<file path="src/rtl/divider_seq.sv">
// Sequential restoring integer divider, signed or unsigned, one quotient bit per clock.
// Latency: WIDTH+2 edges from accepted start to dne (2 edges when the divisor is zero).
// No backpressure: start is accepted only while busy=0, is ignored otherwise, and q/r hold until the next result.
module divider_seq #(
   parameter int WIDTH = 32,
   parameter int CNT_W = $clog2(WIDTH + 1)
) (
   input  logic             clk,
   input  logic             rst,
   input  logic             start,
   input  logic             is_signed,
   input  logic [WIDTH-1:0] a,
   input  logic [WIDTH-1:0] b,
   output logic             busy,
   output logic             dne,
   output logic [WIDTH-1:0] q,
   output logic [WIDTH-1:0] r,
   output logic             div_zero
);

   typedef enum logic [1:0] {IDLE, CALC, FIX} state_t;

   localparam logic [CNT_W-1:0] LAST_ITER = CNT_W'(WIDTH - 1);

   state_t           state;
   logic [CNT_W-1:0] cnt;
   logic [WIDTH-1:0] rem;      // partial remainder (magnitude)
   logic [WIDTH-1:0] dvd;      // dividend bits shift out the top, quotient bits shift in at the bottom
   logic [WIDTH-1:0] mag_b;    // divisor magnitude
   logic [WIDTH-1:0] a_raw;    // untouched dividend, returned as remainder on divide-by-zero
   logic             q_neg;
   logic             r_neg;
   logic             b_zero;

   // Operand signs and magnitudes at capture time; |-2^(WIDTH-1)| naturally
   // becomes the unsigned pattern 2^(WIDTH-1) under two's-complement negate.
   logic             a_neg_in;
   logic             b_neg_in;
   logic [WIDTH-1:0] mag_a_in;
   logic [WIDTH-1:0] mag_b_in;

   assign a_neg_in = is_signed & a[WIDTH-1];
   assign b_neg_in = is_signed & b[WIDTH-1];
   assign mag_a_in = a_neg_in ? -a : a;
   assign mag_b_in = b_neg_in ? -b : b;

   // Restoring step: the shifted remainder needs one extra bit before the
   // trial subtract; when the subtract succeeds the difference fits WIDTH bits.
   logic [WIDTH:0]   trial;
   logic             ge;
   logic [WIDTH-1:0] diff;

   assign trial = {rem, dvd[WIDTH-1]};
   assign ge    = (trial >= {1'b0, mag_b});
   assign diff  = trial[WIDTH-1:0] - mag_b;

   // Control FSM plus datapath registers; outputs are registered and only change at FIX.
   always_ff @(posedge clk) begin
      if (rst) begin
         state    <= IDLE;
         cnt      <= '0;
         rem      <= '0;
         dvd      <= '0;
         mag_b    <= '0;
         a_raw    <= '0;
         q_neg    <= 1'b0;
         r_neg    <= 1'b0;
         b_zero   <= 1'b0;
         busy     <= 1'b0;
         dne      <= 1'b0;
         q        <= '0;
         r        <= '0;
         div_zero <= 1'b0;
      end else begin
         dne <= 1'b0;
         case (state)
            IDLE: begin
               if (start) begin
                  a_raw  <= a;
                  rem    <= '0;
                  dvd    <= mag_a_in;
                  mag_b  <= mag_b_in;
                  q_neg  <= a_neg_in ^ b_neg_in;
                  r_neg  <= a_neg_in;
                  b_zero <= (b == '0);
                  cnt    <= '0;
                  busy   <= 1'b1;
                  state  <= (b == '0) ? FIX : CALC;
               end
            end
            CALC: begin
               rem <= ge ? diff : trial[WIDTH-1:0];
               dvd <= {dvd[WIDTH-2:0], ge};
               cnt <= cnt + CNT_W'(1);
               if (cnt == LAST_ITER) begin
                  state <= FIX;
               end
            end
            FIX: begin
               if (b_zero) begin
                  q        <= '1;
                  r        <= a_raw;
                  div_zero <= 1'b1;
               end else begin
                  q        <= q_neg ? -dvd : dvd;
                  r        <= r_neg ? -rem : rem;
                  div_zero <= 1'b0;
               end
               dne   <= 1'b1;
               busy  <= 1'b0;
               state <= IDLE;
            end
            default: begin
               state <= IDLE;
               busy  <= 1'b0;
            end
         endcase
      end
   end

endmodule

</file>
<file path="config.mk">
export PLATFORM = sky130hd
export DESIGN_NAME = divider_seq
export DESIGN_NICKNAME = d
export VERILOG_FILES = /design/src/rtl/divider_seq.sv
export SDC_FILE = /design/constraint.sdc
export NUM_CORES = 1
export LEC_CHECK = 0
export CELL_PAD_IN_SITES_DETAIL_PLACEMENT = 1
export CELL_PAD_IN_SITES_GLOBAL_PLACEMENT = 2
export CORE_MARGIN = 2
export CORE_UTILIZATION = 33
export DETAILED_ROUTE_END_ITERATION = 12
export PLACE_DENSITY_LB_ADDON = 0.3
export SLEW_MARGIN = 20
export SYNTH_ARGS = -nofsm -noshare
export SYNTH_HDL_FRONTEND = slang
export SYNTH_SLANG_ARGS = --single-unit
</file>
<file path="constraint.sdc">
create_clock -name clk -period 4.1 [get_ports clk]
set_input_delay 0.82 -clock clk [delete_from_list [all_inputs] [get_ports clk]]
set_output_delay 0.82 -clock clk [all_outputs]
set_load 0.02 [all_outputs]
</file>
==> results.md, run 1 <==
* Clock power share at 35.9%
* Static Leakage at 5.458 nW
* Vias in the first global route at 11680
* # resized after CTS at 0
* Synth warn at 0
* Switch Pwr at 0.002089 W
* Post-synth cell types at 64
* Synthesized Nets at 1658
* Sw frac at 33.54%
* CTS sink cnt at 206
* Diodes inserted at 0
* P_int at 0.004140 W
* IO Pins at 135
* Setup TNS at 0 ns
* ANT nets after route at 0
* Final setup vio count at 0
* DP HPWL at 31630 microns
* Syn Std Cell Area at 11920 sq um
* GRT Total Usage at 21.74%
* Fillers at 4339
* Port Buf Inserts at 134
* Most common flop cell mapped by yosys: dfxtp_1
* Period utilization at 84.61%
* Max-cap viol count at 0
* Dpl cells at 2073
* Relative slew margins at 25.68%
* EDFF count, synth at 0
* FFs w/ async S/R, synth at 0%
* Htree depth at 1
* WS Path Type: reg2reg
* Period minus WS final at 3.469 ns
* Clock skew at 0.01554 ns
* Clock Path Buffers at 3
* Layout cell share with drive strength beyond 1 at 5.673%
* Setup Fix Bufs, Post-CTS at 0
* Root Driver: clkbuf_16
* Core area at 35570 sq um
* Die Y at 194.0 microns
* Combinational Power Share at 27.4%
* Final Hold Vio Count at 0
* Post-DR wirelength/cell at 20.05 microns
* Worst-Margin Slew at 1.113 ns
* CTS tree: built
* Highest-count cells in the layout ignoring fill and taps: nand2_1 (231), dfxtp_1 (206), a21oi_1 (151)
* Initial Util at 33.51%
* Status: completed
* Crit start category: register
* Clock Latency Late Sink at 0.55 ns
* Yosys reg bits at 206
* Sequential share of the synthesized area at 34.60%
* Post-Route WL at 42460 microns
* Pwr per Cell Area at 428.8 nW/um^2
* Part of the power in registers at 36.8%
* CP max FO at 3
* Clock slew at reported path FFs at 0.06 ns
* Worst vdd ir at 0.0003272 V
* Die X at 194.0 microns
* Fmax at 288.3 MHz
* Grt ovf at 0
* Worst EP required at 4.51 ns
* Largest net degree at the start of global routing at 92
* First-pass GRT wire length at 66340 microns
* Iteration-0 DRC Markers at 642
* First-pass DRT Iterations at 7
* Die Area at 37650 sq um
* Layout area overhead at 21.88%
* Commonest non-fill, non-tap cell in the layout: nand2_1
* Max Transition Viols Final at 0
* Syn Inst Count at 1552
* Finished Cell Area at 14530 sq um
* Area leader, netlist: dfxtp_1
* Total power at 0.006229 W
* Synth top area cells: dfxtp_1 (35%), nand2_1 (7.3%), a21oi_1 (6.3%), xor2_1 (5.5%), xnor2_1 (5.1%)
* CTS Hold Bufs at 0
* Crit path DAT at 3.88 ns
* Initial antenna violation count at 0
* FP Rows at 69
* Nets at 1746
* Total CTS buffers at 26
* Post-Syn Area per Cell at 7.680 sq um
* Avg Vias per Cell at 5.479
* Core Util, Final at 40.84%
* Final cell count without fillers at 2118
* Synth top area share at 34.60%
* RePlAce Congestion at 0.8760
* Via count at 11610
* # DRC at 0
* CP endpoint kind: register
* Placed inst area at 13710 sq um
* Hold WC Path Type: reg2reg
* Unrepaired setup endpoints after global routing: false
==> stage by stage <==
step | setup WS (ns) | hold WS (ns)
after detailed placement | 0.3081 | 0.4479
after CTS | 0.7068 | 0.4559
after global routing | 0.4717 | 0.4806
after global placement | 0.3497 | 0.4426
final | 0.6309 | 0.4540
after floorplan | 0.9508 | 0.4319
==> worst max-delay path: stages (launching register included) <==
cell      delay (ns)
dfxtp_1         0.34
inv_1           0.11
ha_1            0.21
inv_1           0.06
fa_1            0.40
nand3_1         0.13
a21oi_1         0.10
o31ai_1         0.57
nand2_1         0.19
a2111o_1        0.46
a31o_2          0.24
a21oi_1         0.18
xor2_1          0.24
o21ai_0         0.11
==> Yosys cell counts, drive strengths merged (8+ instances only) <==
cell	instances
nand2	231
dfxtp	206
a21oi	151
nor2	151
o21ai	106
clkbuf	98
xor2	75
xnor2	70
inv	53
a211oi	37
ha	37
o31ai	36
o211ai	29
nor3	24
nand3	20
o22ai	20
nand2b	17
a22oi	15
a21o	13
or3	13
a222oi	12
nor4	12
o41ai	12
a311oi	11
nand4	11
or4	11
mux2i	8
==> sequential cells by signal, indices dropped and copies added (netlist names) <==
register	count
dvd	32
r_neg	1
state	2
dne	1
r	32
busy	1
q	32
a_raw	32
rem	32
q_neg	1
cnt	6
b_zero	1
div_zero	1
mag_b	32
==> power groups by stage <==
| stage | clock [W] | sequential [W] | combinational [W] |
|---|---|---|---|
| detailed placement | 0 | 0.00233 | 0.00170 |
| CTS | 0.00230 | 0.00229 | 0.00171 |
| global placement | 0 | 0.00233 | 0.00168 |
| finish | 0.00223 | 0.00229 | 0.00170 |
| global route | 0.00237 | 0.00231 | 0.00189 |
| floorplan | 0 | 0.00230 | 0.00115 |
==> kinds of logic after synthesis <==
family	count (synthesis)	synth area share [%]
AND/OR/NAND/NOR	517	19.48
AO/OA/AOI/OAI	478	25.39
flip-flops	206	34.60
buffers and inverters	159	5.049
XOR/XNOR	145	10.66
adder cells (fa/ha/maj)	38	4.052
multiplexers	9	0.7663
==> final timing paths <==
check	from	endpoint	slack [ns]	depth (start not counted)
worst max-delay path	dvd[31]$_SDFFE_PP0P_	rem[18]$_SDFFE_PP0P_	0.63	13
worst min-delay path	r[11]$_SDFFE_PP0P_	r[11]$_SDFFE_PP0P_	0.45	2
worst max register to register	dvd[31]$_SDFFE_PP0P_	rem[18]$_SDFFE_PP0P_	0.63	13
worst min register to register	r[11]$_SDFFE_PP0P_	r[11]$_SDFFE_PP0P_	0.45	2
==> final cells by class <==
type                       instances  area (sq um)  area share [%]
multi-input combinational       1187          7206           49.60
sequential                       206          4124           28.39
timing repair buffer             165          1600           11.02
clock buffer                      40         753.2           5.185
tap                              461         576.8           3.971
inverter                          54         202.7           1.395
clock inverter                     5         63.81          0.4393
==> per-layer routing <==
| metal | GRT usage (%) | routed length (microns) |
|---|---|---|
| met1 | 29.67 | 20110 |
| met3 | 2.574 | 1704 |
| met5 | 0 | 0 |
| met4 | 5.247 | 937 |
| met2 | 36.51 | 19710 |
Power figures use the tool's default switching activity.
==> inputs of run 2 (changes only) <==
--- a/config.mk
+++ b/config.mk
@@ -8,7 +8,7 @@
 export CELL_PAD_IN_SITES_DETAIL_PLACEMENT = 1
 export CELL_PAD_IN_SITES_GLOBAL_PLACEMENT = 2
 export CORE_MARGIN = 2
-export CORE_UTILIZATION = 33
+export CORE_UTILIZATION = 30
 export DETAILED_ROUTE_END_ITERATION = 12
 export PLACE_DENSITY_LB_ADDON = 0.3
 export SLEW_MARGIN = 20
==> constraint.sdc (replaced) <==
create_clock -name clk -period 2.8 [get_ports clk]
set_input_delay 0.56 -clock clk [delete_from_list [all_inputs] [get_ports clk]]
set_output_delay 0.56 -clock clk [all_outputs]
set_load 0.02 [all_outputs]
==> run 2 against run 1 <==
The flow now finishes with violations (setup timing). Sequential cell count unchanged. Critical path depth is 1 lower. First-iteration DRC count increased by 1.6%. Sequential power is 45% higher. Combinational power increased by 110%. Highest routed layer unchanged.
==> results.md, run 2 (synthesis gave the netlist of run 1 again) <==
* Reg2Reg Capture Point: r[29]$_SDFFE_PP0P_
* Crit-path most repeated cell: buf_4
* Total CTS buffers at 26 (unchanged)
* Top delay family on crit path: simple AND/OR/NAND/NOR gates
* Setup ws final at -0.06408 ns (-0.6949 ns)
* Initial Util at 30.21% (-3.3 points)
* Clock Path Buffers at 3 (unchanged)
* Final setup vio count at 4 (+4)
* Grt ovf at 0 (unchanged)
* ANT nets after route at 0 (unchanged)
* Vias in the first global route at 12570 (+7.6%)
* Port Buf Inserts at 134 (unchanged)
* Htree depth at 1 (unchanged)
* GRT Total Usage at 21.40% (-0.34 points)
* Period utilization at 102.3% (+18 points)
* Worst r2r src: rem[2]$_SDFFE_PP0P_
* Worst path cell trace: buf_4, nor4_4, nand4_1, or4_4, or4_4, buf_4, o21ai_2, xor2_1, o21ai_2, buf_4, nand2_1, a21oi_1
* Reg2reg setup slack at -0.06 ns (-0.69 ns)
* Period minus WS final at 2.864 ns (-0.6051 ns)
* Crit path DAT at 3.27 ns (-0.61 ns)
* Pwr per Cell Area at 599.2 nW/um^2 (+40%)
* # DRC at 0 (unchanged)
* FP Rows at 73 (+5.8%)
* WHS Path Cells at 2 (unchanged)
* RePlAce Congestion at 0.8794 (+0.39%)
* Relative slew margins at 40.98% (+15 points)
* WS Path Type: reg2reg
* Worst slack at placement at -0.5998 ns (-0.9079 ns)
* Crit start category: register
* Die X at 203.3 microns (+4.8%)
* Layout area overhead at 42.93%
* Layout cell share with drive strength beyond 1 at 22.03% (+16 points)
* Placed inst area at 15230 sq um (+11%)
* Clock skew at 0.01105 ns (-0.004495 ns)
* IO Pins at 135 (unchanged)
* Static Leakage at 6.710 nW (+23%)
* Root Driver: clkbuf_16
* Status: complete, but fails checks
* CP Buf/Inv Count at 3 (+1)
* Worst vdd ir at 0.0003642 V (+11%)
* Final Hold Vio Count at 0 (unchanged)
* CTS sink cnt at 206 (unchanged)
* Max Transition Viols Final at 0 (unchanged)
* CP max stage delay at 0.48 ns (-0.09 ns)
* Failing checks: setup timing
* Die Area at 41340 sq um (+9.8%)
* Initial antenna violation count at 0 (unchanged)
* Fmax at 349.2 MHz (+21%)
* CTS Hold Bufs at 0 (unchanged)
* Diodes inserted at 0 (unchanged)
* Worst-Margin Slew at 0.8842 ns (-0.2292 ns)
* Commonest non-fill, non-tap cell in the layout: nand2_1
* Iteration-0 DRC Markers at 652 (+1.6%)
* Max-cap viol count at 0 (unchanged)
* Worst hold margin at 0.4431 ns (-0.01084 ns)
* Hold EP: q[3]$_SDFFE_PP0P_
* HP Start: rst
* First-pass DRT Iterations at 5 (-2)
* Setup TNS at -0.2044 ns (-0.2044 ns)
* Via count at 12490 (+7.6%)
* CP max FO at 7 (+4)
* Post-DR wirelength/cell at 19.56 microns (-2.4%)
* First-pass GRT wire length at 70330 microns (+6.0%)
* Nets at 1958 (+12%)
* Finished Cell Area at 17040 sq um (+17%)
* Fillers at 4762 (+9.7%)
* Die Y at 203.3 microns (+4.8%)
* R2R cell count at 12 (-1)
* Clock slew at reported path FFs at 0.06 ns (about the same)
* Largest net degree at the start of global routing at 114 (+24%)
* Worst EP required at 3.20 ns (-1.31 ns)
* Hold WC Path Type: in2reg
* Avg Vias per Cell at 5.214 (-4.8%)
* Post-Route WL at 46840 microns (+10%)
* Core area at 39460 sq um (+11%)
* DP HPWL at 34280 microns (+8.4%)
* CP endpoint kind: register
* Crit path max-delay cell type: or4_4
* Clock Latency Late Sink at 0.54 ns (about the same)
* Highest-count cells in the layout ignoring fill and taps: nand2_1 (229), buf_4 (224), dfxtp_1 (195)
* Unrepaired setup endpoints after global routing: true
* CTS tree: built
run 2: area by class of cell:
cell class / instances / area (sq um) / area share, %
clock inverter: 5 / 52.55 / 0.3085
sequential: 206 / 4148 / 24.35
inverter: 54 / 207.7 / 1.219
timing repair buffer: 377 / 3371 / 19.79
clock buffer: 41 / 758.2 / 4.451
tap: 525 / 656.9 / 3.856
multi-input combinational: 1187 / 7843 / 46.03
run 2: per-layer routing:
metal / up-vias / routed length [microns] / GRT usage [%]
li1: 6109 / - / -
met4: 0 / 1188 / 5.761
met5: - / 0 / 0
met1: 6083 / 20760 / 27.36
met2: 232 / 23110 / 37.82
met3: 64 / 1778 / 2.669
run 2: report_power, final:
part           internal, W  switching [W]  leakage, nW  total (W)
Combinational      0.00168        0.00194         4.63    0.00362
Clock              0.00193        0.00133        0.393    0.00327
Sequential         0.00313       0.000192         1.69    0.00333
run 2: stage by stage:
stage | instances | power (W) | utilization, %
3_3_place_gp | 2321 | 0.006250 | 38.59
2_1_floorplan | 1552 | 0.005057 | -
3_5_place_dp | 2321 | 0.006303 | 38.59
4_1_cts | 2371 | 0.009714 | 41.14
5_1_grt | 2395 | 0.01075 | 43.18
6_report | 2395 | 0.01021 | 43.18
run 2: worst max path at each step:
stage,start,endpoint,depth (start not counted)
final,rem[2]$_SDFFE_PP0P_,r[29]$_SDFFE_PP0P_,12
after global placement,a[8],dvd[29]$_SDFFE_PP0P_,11
after detailed placement,a[3],dvd[27]$_SDFFE_PP0P_,10
after global routing,rem[2]$_SDFFE_PP0P_,r[31]$_SDFFE_PP0P_,10
after CTS,mag_b[1]$_SDFFE_PP0P_,rem[20]$_SDFFE_PP0P_,12
after floorplan,a[8],dvd[27]$_SDFFE_PP0P_,9
run 2: what timing repair did:
action | in CTS | in global routing
hold endpoints to repair | 0 | 0
pin swaps | 9 | 55
gates cloned | 0 | 5
setup endpoints to repair | 48 | 60
gates resized for setup | 45 | 159
setup buffers | 4 | 19
==> inputs of run 3 (changes only) <==
--- a/config.mk
+++ b/config.mk
@@ -9,6 +9,7 @@
 export CELL_PAD_IN_SITES_GLOBAL_PLACEMENT = 2
 export CORE_MARGIN = 2
 export CORE_UTILIZATION = 30
+export CTS_CLUSTER_SIZE = 12
 export DETAILED_ROUTE_END_ITERATION = 12
 export PLACE_DENSITY_LB_ADDON = 0.3
 export SLEW_MARGIN = 20
==> run 3 against run 2 <==
The flow still finishes with violations (setup timing). Via count rose by 0.12%. Clock skew increased by 0.0053 ns. Register-to-register slack got worse by 0.09 ns. Die area unchanged. Sequential power about the same. Combinational power is 2% higher. Design area is 0.52% higher. Critical endpoint is now rem[20]$_SDFFE_PP0P_. Largest cell class unchanged. Largest power group unchanged.
==> results.md, run 3 (synthesis gave the netlist of run 1 again) <==
* Die X at 203.3 microns (unchanged)
* Clock Path Buffers at 3 (unchanged)
* Worst path cell trace: inv_1, ha_4, buf_4, nand4_1, o22ai_1, inv_1, a21oi_2, buf_4, o211ai_1, o311a_4, clkbuf_16, nand2_2, a21oi_2, a221o_1
* Worst r2r src: mag_b[9]$_SDFFE_PP0P_
* Iteration-0 DRC Markers at 611 (-6.3%)
* FP Rows at 73 (unchanged)
* ANT nets after route at 0 (unchanged)
* Final setup vio count at 36 (+32)
* Htree depth at 1 (unchanged)
* Status: complete, but fails checks
* Total CTS buffers at 26 (unchanged)
* Fillers at 4761 (-0.021%)
* Static Leakage at 6.757 nW (+0.70%)
* Max Transition Viols Final at 0 (unchanged)
* WS Path Type: reg2reg
* Period minus WS final at 2.957 ns (+0.09318 ns)
* Via count at 12500 (+0.12%)
* RePlAce Congestion at 0.8794 (unchanged)
* Root Driver: clkbuf_16
* Clock skew at 0.01635 ns (+0.005299 ns)
* Multi-input logic area at 7924 sq um (+1.0%)
* # DRC at 0 (unchanged)
* Worst EP required at 3.22 ns (+0.02 ns)
* Pwr per Cell Area at 598.6 nW/um^2 (-0.11%)
* GRT Total Usage at 21.36% (-0.033 points)
* Reg2reg setup slack at -0.16 ns (-0.09 ns)
* Hold WC Path Type: reg2reg
* Initial Util at 30.21% (unchanged)
* Total power at 0.01025 W (+0.41%)
* Worst-Margin Slew at 0.9252 ns (+0.04105 ns)
* Post-Route WL at 47330 microns (+1.0%)
* Reg area at 4149 sq um (about the same)
* Setup TNS at -2.974 ns (-2.769 ns)
* Diodes inserted at 0 (unchanged)
* DP HPWL at 34280 microns (unchanged)
* Layout area overhead at 43.68%
* CP endpoint kind: register
* HP Start: r[14]$_SDFFE_PP0P_
* CTS Hold Bufs at 0 (unchanged)
* Die Area at 41340 sq um (unchanged)
* Crit path DAT at 3.38 ns (+0.11 ns)
* Vias in the first global route at 12560 (-0.087%)
* Grt ovf at 0 (unchanged)
* CP max stage delay at 0.43 ns (-0.05 ns)
* First-pass GRT wire length at 70210 microns (-0.17%)
* CTS tree: built
* Crit path max-delay cell type: o311a_4
* Port Buf Inserts at 134 (unchanged)
* IO Pins at 135 (unchanged)
* Die Y at 203.3 microns (unchanged)
* Nets at 1960 (+0.10%)
* Post-DR wirelength/cell at 19.76 microns (+1.0%)
* Clock slew at reported path FFs at 0.06 ns (about the same)
* Highest-count cells in the layout ignoring fill and taps: nand2_1 (229), buf_4 (226), dfxtp_1 (194)
* Initial antenna violation count at 0 (unchanged)
* Worst vdd ir at 0.0003685 V (+1.2%)
* Unrepaired setup endpoints after global routing: true
* Core area at 39460 sq um (unchanged)
* Crit path from: mag_b[9]$_SDFFE_PP0P_
* Crit start category: register
* Worst hold margin at 0.4543 ns (+0.01118 ns)
* Layout cell share with drive strength beyond 1 at 23.04% (+1.0 points)
* Worst slack at placement at -0.5998 ns (unchanged)
* Relative slew margins at 38.24% (-2.7 points)
* First-pass DRT Iterations at 5 (unchanged)
* Largest net degree at the start of global routing at 114 (unchanged)
* Fmax at 338.2 MHz (-3.2%)
* Clock Latency Late Sink at 0.55 ns (about the same)
* Period utilization at 105.6% (+3.3 points)
* Setup ws final at -0.1573 ns (-0.09318 ns)
* Failing checks: setup timing
* CTS sink cnt at 206 (unchanged)
* Final Hold Vio Count at 0 (unchanged)
* CP max FO at 10 (+3)
* Max-cap viol count at 0 (unchanged)
* Commonest non-fill, non-tap cell in the layout: nand2_1
* Avg Vias per Cell at 5.218 (about the same)
## run 3: per-layer routing
metal  track usage (%)  part of all wire [%]  up-vias
met5                 0                     0        -
li1                  -                     -     6119
met1             27.34                    44     6076
met2             37.74                    49      244
met3             2.669                   4.0       64
met4             5.735                   2.6        0
## run 3: metrics by stage
| step | area [sq um] | cells | util [%] |
|---|---|---|---|
| 5_1_grt | 17130 | 2396 | 43.40 |
| 4_1_cts | 16220 | 2370 | 41.11 |
| 3_5_place_dp | 15230 | 2321 | 38.59 |
| 2_1_floorplan | 11930 | 1552 | - |
| 6_report | 17130 | 2396 | 43.40 |
| 3_3_place_gp | 15230 | 2321 | 38.59 |
## run 3: path summary, 6_finish.rpt
kind | end | depth (start not counted)
min | r[14]$_SDFFE_PP0P_ | 2
max reg2reg | rem[20]$_SDFFE_PP0P_ | 14
min reg2reg | r[14]$_SDFFE_PP0P_ | 2
max | rem[20]$_SDFFE_PP0P_ | 14
## run 3: timing repair
item                       CTS  global route
setup endpoints to repair   48            60
resized for setup           45           181
pin swaps                    9            53
buffers inserted             4            20
gates cloned                 0             6
## run 3: area by class of cell
type                       instances  area share [%]
clock buffer                      39           4.325
clock inverter                     6          0.3361
inverter                          54           1.213
multi-input combinational       1188           46.27
sequential                       206           24.23
tap                              525           3.836
timing repair buffer             378           19.79
## run 3: critical path: cells and delay by family (launching register included)
family | cells | cell delay (ns)
simple gates | 2 | 0.22
compound gates | 6 | 1.29
flops | 1 | 0.34
buf+inv | 5 | 0.65
fa+ha+maj | 1 | 0.31
## run 3: report_power, final
part,switching [W],internal [W],leakage [nW]
Combinational,0.00199,0.00169,4.68
Clock,0.00134,0.00190,0.389
Sequential,0.000194,0.00313,1.69
Total,0.00353,0.00672,6.76
